$ cat config.mk
export PLATFORM = sky130hd
export DESIGN_NAME = round_dither_expand
export DESIGN_NICKNAME = d
export VERILOG_FILES = /design/src/rtl/round_dither_expand.sv
export SDC_FILE = /design/constraint.sdc
export NUM_CORES = 1
export LEC_CHECK = 0
export ABC_AREA = 1
export BUFFER_PORTS_ARGS = -buffer_cell sky130_fd_sc_hd__buf_2
export CAP_MARGIN = 15
export CORE_ASPECT_RATIO = 1.5
export CORE_UTILIZATION = 57
export DETAILED_ROUTE_END_ITERATION = 12
export PLACE_DENSITY_LB_ADDON = 0.3
export SYNTH_ARGS = -nofsm -noshare
export SYNTH_HDL_FRONTEND = slang
export SYNTH_SLANG_ARGS = --single-unit
export TNS_END_PERCENT = 5
$ cat constraint.sdc
create_clock -name clk -period 2.2 [get_ports clk]
set_clock_uncertainty 0.2 [all_clocks]
set_input_delay 0.11 -clock clk [delete_from_list [all_inputs] [get_ports clk]]
set_output_delay 0.11 -clock clk [all_outputs]
set_load 0.01 [all_outputs]
$ cat src/rtl/round_dither_expand.sv
// round_dither_expand
// Refills the low NBITS of a round-to-even quantised word with LFSR dither
// centred on the quantisation bin, clamping negative results to zero.
// One output register plus one skid register; din_ready is a flop output.
module round_dither_expand #(
    parameter int          DIN   = 16,
    parameter int          NBITS = 4,
    parameter logic [31:0] SEED  = 32'hACE10001
) (
    input  logic           clk,
    input  logic           rst,
    input  logic           din_valid,
    output logic           din_ready,
    input  logic [DIN-1:0] din_data,
    input  logic           dither_en,
    output logic           dout_valid,
    input  logic           dout_ready,
    output logic [DIN-1:0] dout_data
);

    // Galois feedback taps for x^32+x^22+x^2+x+1
    localparam logic [31:0]    LFSR_MASK = 32'h80200003;
    // Keeps only the bits that survived quantisation
    localparam logic [DIN-1:0] Q_MASK    = {DIN{1'b1}} << NBITS;
    // Half a quantisation bin, in the widened arithmetic width
    localparam logic [DIN:0]   HALF      = {{DIN{1'b0}}, 1'b1} << (NBITS - 1);

    logic [31:0]    lfsr_reg;
    logic [31:0]    lfsr_next;
    logic           out_valid_reg;
    logic [DIN-1:0] out_data_reg;
    logic           skid_valid_reg;
    logic [DIN-1:0] skid_data_reg;

    logic           accept;
    logic           out_free;
    logic [DIN-1:0] q_word;
    logic [DIN:0]   q_ext;
    logic [DIN:0]   r_ext;
    logic [DIN:0]   y_ext;
    logic [DIN-1:0] word_next;

    // Right-shifting Galois step: bit 0 falls out and, when set, folds the
    // mask back in; the top bit receives the feedback directly.
    genvar gi;
    generate
        for (gi = 0; gi < 31; gi++) begin : g_lfsr
            assign lfsr_next[gi] = lfsr_reg[gi+1] ^ (LFSR_MASK[gi] & lfsr_reg[0]);
        end
    endgenerate
    assign lfsr_next[31] = LFSR_MASK[31] & lfsr_reg[0];

    // din_ready depends only on skid occupancy, so it is a pure flop output
    assign din_ready  = !skid_valid_reg;
    assign accept     = din_valid && !skid_valid_reg;
    assign out_free   = !out_valid_reg || dout_ready;
    assign dout_valid = out_valid_reg;
    assign dout_data  = out_data_reg;

    // Reconstruct the accepted word: q - h + r in DIN+1 bits, clamp on borrow
    always_comb begin
        q_word    = din_data & Q_MASK;
        q_ext     = {1'b0, q_word};
        r_ext     = {{(DIN + 1 - NBITS){1'b0}}, lfsr_reg[NBITS-1:0]};
        y_ext     = q_ext - HALF + r_ext;
        word_next = q_word;
        if (dither_en) begin
            word_next = y_ext[DIN] ? '0 : y_ext[DIN-1:0];
        end
    end

    // LFSR advances only on an input handshake, so stalls do not consume dither
    always_ff @(posedge clk or negedge rst) begin
        if (!rst) begin
            lfsr_reg <= SEED;
        end else if (accept) begin
            lfsr_reg <= lfsr_next;
        end
    end

    // Output register with skid: skid drains first, new words bypass the
    // skid whenever the output register can take them.
    always_ff @(posedge clk or negedge rst) begin
        if (!rst) begin
            out_valid_reg  <= 1'b0;
            out_data_reg   <= '0;
            skid_valid_reg <= 1'b0;
            skid_data_reg  <= '0;
        end else begin
            if (skid_valid_reg) begin
                // Output is necessarily full here; no new word is accepted
                if (dout_ready) begin
                    out_data_reg   <= skid_data_reg;
                    skid_valid_reg <= 1'b0;
                end
            end else if (accept) begin
                if (out_free) begin
                    out_valid_reg <= 1'b1;
                    out_data_reg  <= word_next;
                end else begin
                    skid_valid_reg <= 1'b1;
                    skid_data_reg  <= word_next;
                end
            end else if (dout_ready) begin
                out_valid_reg <= 1'b0;
            end
        end
    end

endmodule
==> results of run 1 <==
placed cells by master (no fill, tap or decap):
master / instances
buf_12: 1
o21ai_1: 11
nand2_2: 1
nand4_1: 3
xnor2_1: 2
clkinvlp_4: 2
inv_2: 4
nor2_1: 41
nand3_2: 2
buf_4: 4
nor2_2: 4
dfrtp_1: 57
clkbuf_8: 9
a31oi_1: 1
nand3b_1: 1
nand3_1: 18
nand2_1: 174
a21oi_1: 15
o21ai_0: 13
clkinv_2: 2
a21boi_4: 1
nor2_4: 1
nor3_1: 2
inv_1: 24
ha_1: 1
dlygate4sd3_1: 14
dfstp_2: 9
clkinv_4: 1
bufinv_16: 2
nor2_8: 1
buf_2: 34
xor2_1: 2
power breakdown:
| part | internal (mW) | switching (mW) | total (mW) |
|---|---|---|---|
| Clock | 0.635 | 0.473 | 1.11 |
| Sequential | 1.71 | 0.253 | 1.96 |
| Combinational | 0.408 | 0.597 | 1.01 |
| Total | 2.75 | 1.32 | 4.08 |
area by class of cell:
type	instances	share of cell area
multi-input cells	294	0.346
well taps	68	0.0229
clock inverters	7	0.0253
flip-flops and latches	66	0.448
clock buffers	9	0.0333
repair buffers	53	0.0970
inverters	28	0.0283
cells by family (layout without fill, tap and decap cells):
| group | Yosys count | after routing | synth area share |
|---|---|---|---|
| AO/OA/AOI/OAI | 41 | 41 | 0.0706 |
| XOR/XNOR | 4 | 4 | 0.0112 |
| adder cells (fa/ha/maj) | 1 | 1 | 0.00401 |
| buffers and inverters | 41 | 97 | 0.0557 |
| flip-flops | 66 | 66 | 0.533 |
| AND/OR/NAND/NOR | 248 | 248 | 0.326 |
worst max-delay path: stages (launching register included):
cell	delay, ns
dfrtp_1	0.42
buf_4	0.19
inv_2	0.33
buf_2	0.21
synthesized netlist by cell type (all sizes together):
cell,number,share of area
nand2,175,0.21
dfrtp,57,0.46
o21ai,24,0.038
inv,28,0.034
ha,1,0.0040
dfstp,9,0.076
a21boi,1,0.0060
a31oi,1,0.0020
clkbuf,6,0.0072
nand4,3,0.0060
nand3b,1,0.0024
nor2,47,0.067
a21oi,15,0.024
buf,7,0.015
nand3,20,0.035
xnor2,2,0.0056
nor3,2,0.0032
xor2,2,0.0056
metal layers:
metal,global-route usage,vias to the layer above
met5,0,-
met4,0.157,0
met3,0.0357,12
met2,0.466,42
met1,0.286,1252
li1,-,1350
repair_timing:
item | in CTS | in global routing
hold buffers | 14 | 0
hold endpoints to repair | 83 | 0
gates resized for setup | 0 | 0
setup buffers | 0 | 0
through the flow:
| step | cell area [um2] | cells | util |
|---|---|---|---|
| floorplan | 3120 | 401 | - |
| global placement | 3360 | 495 | 0.645 |
| detailed placement | 3360 | 495 | 0.645 |
| CTS | 3710 | 525 | 0.714 |
| global route | 3710 | 525 | 0.714 |
| finish | 3710 | 525 | 0.714 |
worst max path at each step:
stage              startpoint            end  slack [ns]  cells past startpoint
3_5_place_dp      lfsr_reg[3]  dout_data[15]        0.44                      9
4_1_cts        skid_valid_reg      din_ready        0.39                      3
2_1_floorplan     lfsr_reg[3]  dout_data[15]        0.67                      9
6_report       skid_valid_reg      din_ready        0.39                      3
3_3_place_gp      lfsr_reg[3]  dout_data[13]        0.52                      9
5_1_grt           lfsr_reg[3]  dout_data[13]        0.21                      9
==> impl_metrics.py, run 1 <==
metrics = {
    "setup_path": {
        "timing.rr.start": "lfsr_reg[3]",
        "startpoint_type": "flip-flop",
        "critPathKind": "reg -> out",
        "cp_max_fo": 26,
        "end_kind": "output pin",
        "critPathRequiredTime_ns": 1.89,
        "ff2ff_path_depth": 9,
        "cp_data_arrival_time_ns": 1.50,
        "r2r_setup_slack_ns": 0.45,
        "r2r-end": "dout_data[13]",
    },
    "floorplan": {
        "core_area_um2": 5200,
        "io_pins": 39,
        "die-area_um2": 5780,
        "die_w_um": 62.4,
        "start_util": 0.600,
        "die_h_um": 92.6,
        "num_rows": 32,
    },
    "clocking": {
        "cts_buffers": 9,
        "cts_tree": "yes",
        "cts.sinks": 66,
        "cts_buffer_depth": 2,
        "clkTransAtPathRegs_ns": 0.07,
        "cts_root_buffer": "clkbuf_8",
        "cts.htree.levels": 3,
        "insertion_delay_ns": 0.34,
    },
    "layout": {
        "drive_gt1_frac": 0.171,
        "multiInputGateArea_um2": 1280,
        "layout.nets": 474,
        "n_fill_cell": 399,
        "register_area_um2": 1660,
        "largest_reg_flops": 32,
        "syn_to_final_growth_pct": 19.0,
        "num_antenna_cells": 0,
    },
    "yosys": {
        "synth_nets": 423,
        "synth.distinct_cells": 27,
        "ys_seq_area_frac": 0.533,
        "syn_area_um2": 3120,
        "synthCells": 401,
        "postSynthAreaPerCell_um2": 7.78,
        "ys_seq_elements": 66,
        "yosys_warnings": 0,
    },
    "routing": {
        "wl_um": 6430,
        "highest_layer": "met4",
        "drtAntennaViolNets": 0,
        "dr_wl_met2_um": 3400,
        "num_vias": 2656,
        "drtIter0Drc": 173,
        "wl_met1_um": 2710,
        "route.detailed.drc": 0,
        "routed_via_density": 5.06,
        "drt-wirelength-per-cell_um": 12.2,
        "met3_length_um": 173,
        "firstDrtPassIters": 4,
    },
    "timing": {
        "fin_crit_sh": 0.824,
        "setup_viol": 0,
        "worst_pin_slew_ns": 0.425,
        "timing.hold.ws_ns": 0.0169,
        "slew_headroom": 0.716,
        "fmax_mhz": 551,
        "fin_crit_ns": 1.81,
        "hold_violations": 0,
        "final_max_slew_viol_count": 0,
        "setup_ws_ns": 0.386,
        "rsz0062_at_grt": "no",
        "setup_tns_ns": 0,
    },
    "power": {
        "ir_drop_v": 0.000649,
        "powerDensity_nw_per_um2": 1100,
        "leakage_nw": 1.99,
        "power.total_mw": 4.08,
    },
    "placed_design": {
        "pre_cts_slack_ns": 0.439,
        "io_buffers": 34,
        "place.gp.congestion": 0.819,
        "dpl.hpwl_um": 4250,
    },
    "hold_path": {
        "hold_path_depth": 4,
        "hold_end": "skid_data_reg[4]",
        "hp-class": "in -> reg",
        "min-delay-start": "dither_en",
    },
    "grt": {
        "grt_pass1_wl_um": 11500,
        "gr-total-overflow": 0,
        "grt_max_degree": 67,
        "grt_antenna_before_repair": 0,
        "grt_pass1_vias": 2758,
        "grt_usage": 0.259,
    },
    "outcome": {
        "status": "finished, final reports clean",
    },
    "run": {
        "drv_cap": 0,
    },
}
Note: power is estimated with default switching activity, not from simulation.
==> inputs of run 2 (changes only) <==
--- a/config.mk
+++ b/config.mk
@@ -9,7 +9,7 @@
 export BUFFER_PORTS_ARGS = -buffer_cell sky130_fd_sc_hd__buf_2
 export CAP_MARGIN = 15
 export CORE_ASPECT_RATIO = 1.5
-export CORE_UTILIZATION = 57
+export CORE_UTILIZATION = 52
 export DETAILED_ROUTE_END_ITERATION = 12
 export PLACE_DENSITY_LB_ADDON = 0.3
 export SYNTH_ARGS = -nofsm -noshare
==> constraint.sdc (replaced) <==
create_clock -name clk -period 1.6 [get_ports clk]
set_clock_uncertainty 0.2 [all_clocks]
set_input_delay 0.08 -clock clk [delete_from_list [all_inputs] [get_ports clk]]
set_output_delay 0.08 -clock clk [all_outputs]
set_load 0.01 [all_outputs]
==> run 2 against run 1 <==
The flow now finishes with violations (hold timing). Non-clock buffer count is 16 higher. Register-to-register slack worse by 0.44 ns. Hold slack worse by 0.019 ns. Sequential share of layout area is 2.2 points lower. Largest cell class unchanged. Critical endpoint is now dout_data[13]. Sequential cell count stayed put. Largest power group unchanged. Critical path type is now reg -> reg.
==> impl_metrics.py, run 2 (same netlist as run 1, synthesis figures left out) <==
metrics = {
    "timing": {
        "hold_violations": 2,
        "fin_crit_ns": 1.59,
        "worst_pin_slew_ns": 0.357,
        "fin_crit_sh": 0.995,
        "slew_headroom": 0.761,
        "fmax_mhz": 628,
        "timing.hold.ws_ns": -0.00224,
        "setup_ws_ns": 0.00774,
        "setup_viol": 0,
        "rsz0062_at_grt": "yes",
        "final_max_slew_viol_count": 0,
    },
    "grt": {
        "grt_antenna_before_repair": 0,
        "grt_pass1_wl_um": 11500,
        "grt_pass1_vias": 2713,
        "grt_usage": 0.234,
        "gr-total-overflow": 0,
        "grt_max_degree": 67,
    },
    "floorplan": {
        "die_w_um": 65.3,
        "core_area_um2": 5790,
        "num_rows": 34,
        "io_pins": 39,
        "start_util": 0.539,
        "die-area_um2": 6320,
        "die_h_um": 96.9,
    },
    "setup_path": {
        "critPathKind": "reg -> reg",
        "cp_cell_sequence": "inv_2, ha_4, nand2_4, nor2_4, nand4_1, nand3_1, nand2_1, nand2_1, nand2_1",
        "cp_max_fo": 6,
        "slowest_delay_ns": 0.39,
        "end_kind": "flip-flop",
        "critPathRequiredTime_ns": 1.64,
        "crit_top_cell": "nand2_1",
        "cp_data_arrival_time_ns": 1.63,
        "crit_slowest_cell": "dfrtp_1",
        "startpoint_type": "flip-flop",
    },
    "power": {
        "p_int_mw": 3.63,
        "ir_drop_v": 0.000813,
        "switchingPower_mw": 1.80,
        "power.total_mw": 5.44,
        "swShare": 0.332,
        "leakage_nw": 2.08,
        "power_frac_seq": 0.494,
        "pwr-share-comb": 0.287,
        "clockPowerShare": 0.219,
        "powerDensity_nw_per_um2": 1390,
    },
    "layout": {
        "layout.nets": 490,
        "syn_to_final_growth_pct": 25.3,
        "final_cell_mix": "nand2_1 (171), dfrtp_1 (57), nor2_1 (40)",
        "num_antenna_cells": 0,
        "drive_gt1_frac": 0.211,
        "n_fill_cell": 473,
        "register_area_um2": 1660,
        "multiInputGateArea_um2": 1360,
        "largest_reg_flops": 32,
        "final_common_cell": "nand2_1",
    },
    "routing": {
        "drtIter0Drc": 132,
        "routed_via_density": 5.09,
        "drtAntennaViolNets": 0,
        "num_vias": 2776,
        "route.detailed.drc": 0,
        "drt-wirelength-per-cell_um": 12.3,
        "wl_um": 6680,
        "firstDrtPassIters": 4,
    },
    "clocking": {
        "cts.htree.levels": 3,
        "cts_tree": "yes",
        "cts_buffer_depth": 2,
        "cts_buffers": 9,
        "clkTransAtPathRegs_ns": 0.07,
        "cts.sinks": 66,
        "cts_root_buffer": "clkbuf_8",
        "insertion_delay_ns": 0.34,
    },
    "placed_design": {
        "dpl.hpwl_um": 4340,
        "pre_cts_slack_ns": -0.0912,
        "io_buffers": 34,
        "place.gp.congestion": 0.814,
    },
    "outcome": {
        "status": "finished, violations left",
        "violations": "hold timing",
    },
    "run": {
        "drv_cap": 0,
    },
    "hold_path": {
        "hp-class": "in -> reg",
    },
}
[run 2: cell types whose count changed in the layout (fill, tap and decap cells not counted), sizes merged]
cell / before / now
buf: 39 / 51
clkbuf: 9 / 13
dlygate4sd3: 14 / 18
bufinv: 2 / 0
clkinv: 3 / 2
clkinvlp: 2 / 1
[run 2: path summary, 6_finish.rpt]
path / startpoint / endpoint / slack, ns / depth (start not counted)
worst max register to register: lfsr_reg[3] / dout_data[13] / 0.008 / 9
worst min register to register: lfsr_reg[29] / lfsr_reg[29] / 0.27 / 2
worst min-delay path: dither_en / skid_data_reg[0] / -0.002 / 5
worst max-delay path: lfsr_reg[3] / dout_data[13] / 0.008 / 9
max in group asynchronous: rst / lfsr_reg[16] / 0.79 / 3
min in group asynchronous: rst / dout_valid / 0.09 / 3
[run 2: layout make-up]
cell class | instances | area share
Clock inverter | 3 | 0.00448
Timing Repair Buffer | 69 | 0.135
Inverter | 28 | 0.0269
Clock buffer | 13 | 0.0381
Tap cell | 72 | 0.0230
Multi-Input combinational cell | 294 | 0.347
Sequential cell | 66 | 0.425
[run 2: metrics by stage]
stage / setup TNS (ns) / instances / cell area, um2 / utilization
floorplan: 0 / 401 / 3120 / -
global placement: -0.0704 / 509 / 3470 / 0.601
detailed placement: -0.347 / 509 / 3470 / 0.601
CTS: 0 / 543 / 3830 / 0.662
global route: -1.27 / 545 / 3910 / 0.676
finish: 0 / 545 / 3910 / 0.676
[run 2: metal layers]
layer	routed length (um)	track usage
met1	2790	0.275
met3	146	0.0472
met5	0	0
met2	3540	0.392
met4	199	0.122
[run 2: what timing repair did]
action                                 4_1_cts  5_1_grt
gates resized for setup                      3       18
setup endpoints to repair                    7       29
setup buffers                                0        2
endpoints found under the hold margin       86        0
pin swaps                                    1        4
hold buffers                                18        0
[run 2: power groups by stage]
stage / sequential (mW) / clock [mW] / combinational (mW)
detailed placement: 2.71 / 0 / 1.46
floorplan: 2.72 / 0 / 0.891
finish: 2.68 / 1.19 / 1.56
global placement: 2.69 / 0 / 1.41
CTS: 2.68 / 1.23 / 1.51
global route: 2.77 / 1.30 / 1.78
[run 2: critical path: cells and delay by family (launching register included)]
kind                     cells  cell delay, ns
AND/OR/NAND/NOR              7            0.63
flip-flops                   1            0.39
buffers and inverters        1            0.11
adder cells (fa/ha/maj)      1            0.17
==> inputs of run 3 (changes only) <==
--- a/config.mk
+++ b/config.mk
@@ -9,8 +9,10 @@
 export BUFFER_PORTS_ARGS = -buffer_cell sky130_fd_sc_hd__buf_2
 export CAP_MARGIN = 15
 export CORE_ASPECT_RATIO = 1.5
-export CORE_UTILIZATION = 52
+export CORE_UTILIZATION = 54
+export CTS_BUF_LIST = sky130_fd_sc_hd__clkbuf_8
 export DETAILED_ROUTE_END_ITERATION = 12
+export HOLD_SLACK_MARGIN = 0.03
 export PLACE_DENSITY_LB_ADDON = 0.3
 export SYNTH_ARGS = -nofsm -noshare
 export SYNTH_HDL_FRONTEND = slang
==> run 3 against run 2 <==
The run ends with setup timing left. Wire length rose by 8.4%. Fmax is 4.7% lower. Critical path type unchanged. First-iteration DRC count increased by 1.5%. Sequential power hardly changed. Via count rose by 2.1%. Die area decreased by 3.6%. Utilization rose by 3.7 points. Clock power is 33% higher. Hold slack better by 0.056 ns. Non-clock buffer count grew 1. Largest power group unchanged. Total power up 6.9%. Setup slack got worse by 0.079 ns.
==> impl_metrics.py, run 3 (same netlist as run 1, synthesis figures left out) <==
metrics = {
    "outcome": {
        "status": "finished, violations left",
        "violations": "setup timing",
    },
    "layout": {
        "multiInputGateArea_um2": 1330,
        "register_area_um2": 1660,
        "largest_reg_flops": 32,
        "final_common_cell": "nand2_1",
        "layout.nets": 491,
        "drive_gt1_frac": 0.203,
        "final_core_util": 0.712,
        "final_cell_mix": "nand2_1 (171), dfrtp_1 (57), nor2_1 (41)",
        "num_antenna_cells": 0,
        "fin_cells": 544,
        "n_fill_cell": 442,
        "syn_to_final_growth_pct": 26.3,
    },
    "timing": {
        "hold_violations": 0,
        "fin_crit_ns": 1.67,
        "timing.hold.ws_ns": 0.0542,
        "slew_headroom": 0.705,
        "fin_crit_sh": 1.04,
        "setup_ws_ns": -0.0710,
        "setup_tns_ns": -0.400,
        "worst_pin_slew_ns": 0.442,
        "setup_viol": 10,
        "fmax_mhz": 598,
        "rsz0062_at_grt": "yes",
        "final_max_slew_viol_count": 0,
    },
    "clocking": {
        "clkTransAtPathRegs_ns": 0.07,
        "cts_tree": "yes",
        "cts.htree.levels": 3,
        "insertion_delay_ns": 0.34,
        "cts_buffer_depth": 2,
        "post-cts-setup-buffer-count": 0,
        "cts_buffers": 9,
        "cts_root_buffer": "clkbuf_8",
        "cts.sinks": 66,
    },
    "power": {
        "powerDensity_nw_per_um2": 1480,
        "pwr-share-comb": 0.264,
        "leakage_nw": 2.10,
        "switchingPower_mw": 1.85,
        "p_int_mw": 3.97,
        "power_frac_seq": 0.465,
        "swShare": 0.318,
        "ir_drop_v": 0.000741,
        "clockPowerShare": 0.271,
    },
    "grt": {
        "grt_pass1_wl_um": 12400,
        "grt_usage": 0.262,
        "grt_max_degree": 67,
        "gr-total-overflow": 0,
        "grt_antenna_before_repair": 0,
        "grt_pass1_vias": 2898,
    },
    "setup_path": {
        "critPathKind": "reg -> reg",
        "cp_data_arrival_time_ns": 1.75,
        "end_kind": "flip-flop",
        "startpoint_type": "flip-flop",
        "r2r-end": "dout_data[7]",
        "cp_max_fo": 4,
        "path_buf_inv": 1,
        "timing.rr.start": "lfsr_reg[3]",
        "cp_cell_sequence": "inv_2, ha_4, nand2_1, nor2_1, a21oi_1, nand3b_1, nand2_1, nand2_1, nand2_1",
        "crit_slowest_cell": "dfrtp_1",
        "r2r_setup_slack_ns": -0.07,
        "ff2ff_path_depth": 9,
        "critPathRequiredTime_ns": 1.68,
        "slowest_delay_ns": 0.39,
        "critPathTopFamily": "simple AND/OR/NAND/NOR gates",
        "crit_top_cell": "nand2_1",
        "cp.depth": 9,
    },
    "floorplan": {
        "die-area_um2": 6090,
        "start_util": 0.564,
        "io_pins": 39,
        "core_area_um2": 5530,
        "num_rows": 33,
        "die_w_um": 64.1,
        "die_h_um": 95.1,
    },
    "hold_path": {
        "hp-class": "in -> reg",
        "min-delay-start": "din_valid",
        "hold_end": "dout_data[4]",
        "hold_path_depth": 6,
    },
    "routing": {
        "firstDrtPassIters": 4,
        "drtAntennaViolNets": 0,
        "drt-wirelength-per-cell_um": 13.3,
        "drtIter0Drc": 134,
        "routed_via_density": 5.21,
        "route.detailed.drc": 0,
        "wl_um": 7240,
        "num_vias": 2833,
    },
    "placed_design": {
        "dp_cells": 508,
        "dpl.hpwl_um": 4480,
        "io_buffers": 34,
        "place.gp.congestion": 0.832,
    },
    "run": {
        "drv_cap": 0,
    },
}
-- run 3: repair_timing --
| action | 4_1_cts | 5_1_grt |
|---|---|---|
| resized for setup | 4 | 7 |
| hold endpoints to repair | 94 | 0 |
| gates cloned | 0 | 0 |
| endpoints found under the setup margin | 11 | 23 |
| hold buffers | 20 | 0 |
| pin swaps | 1 | 8 |
-- run 3: layout make-up --
type	count	share of cell area
clock buffers	11	0.0384
clock inverters	5	0.0197
inverters	28	0.0267
multi-input cells	294	0.337
flip-flops and latches	66	0.422
well taps	70	0.0222
repair buffers	70	0.134
-- run 3: worst register-to-register path: cells and delay by family, from the launching register on --
kind,cells,cell delay (ns)
adders and majority gates,1,0.18
AOI/OAI and AO/OA,1,0.11
and+or+nand+nor,6,0.61
DFF,1,0.39
buffers and inverters,1,0.12
-- run 3: worst max-delay path by stage --
stage | end | slack, ns | start
global route | dout_data[9] | -0.16 | lfsr_reg[3]
global placement | dout_data[13] | -0.02 | lfsr_reg[3]
CTS | dout_data[15] | 0.002 | lfsr_reg[3]
finish | dout_data[7] | -0.07 | lfsr_reg[3]
floorplan | dout_data[15] | 0.07 | lfsr_reg[3]
detailed placement | dout_data[13] | -0.09 | lfsr_reg[3]
-- run 3: metrics by stage --
step | area [um2] | total power [mW] | setup WS [ns]
CTS | 3910 | 5.82 | 0.00211
global route | 3940 | 6.23 | -0.163
floorplan | 3120 | 3.61 | 0.0739
finish | 3940 | 5.81 | -0.0710
detailed placement | 3470 | 4.18 | -0.0904
global placement | 3470 | 4.10 | -0.0223
-- run 3: power by group through the flow --
stage	Sequential, mW	Combinational, mW	Clock, mW
after floorplan	2.72	0.891	0
after global placement	2.70	1.41	0
after detailed placement	2.73	1.46	0
after CTS	2.70	1.51	1.61
after global routing	2.78	1.76	1.68
final	2.70	1.53	1.58
-- run 3: routing by layer --
metal	global-route usage	share of wire	vias up
met1	0.287	0.40	1338
met4	0.148	0.033	0
li1	-	-	1383
met5	0	0	-
met2	0.477	0.53	89
met3	0.0407	0.034	23
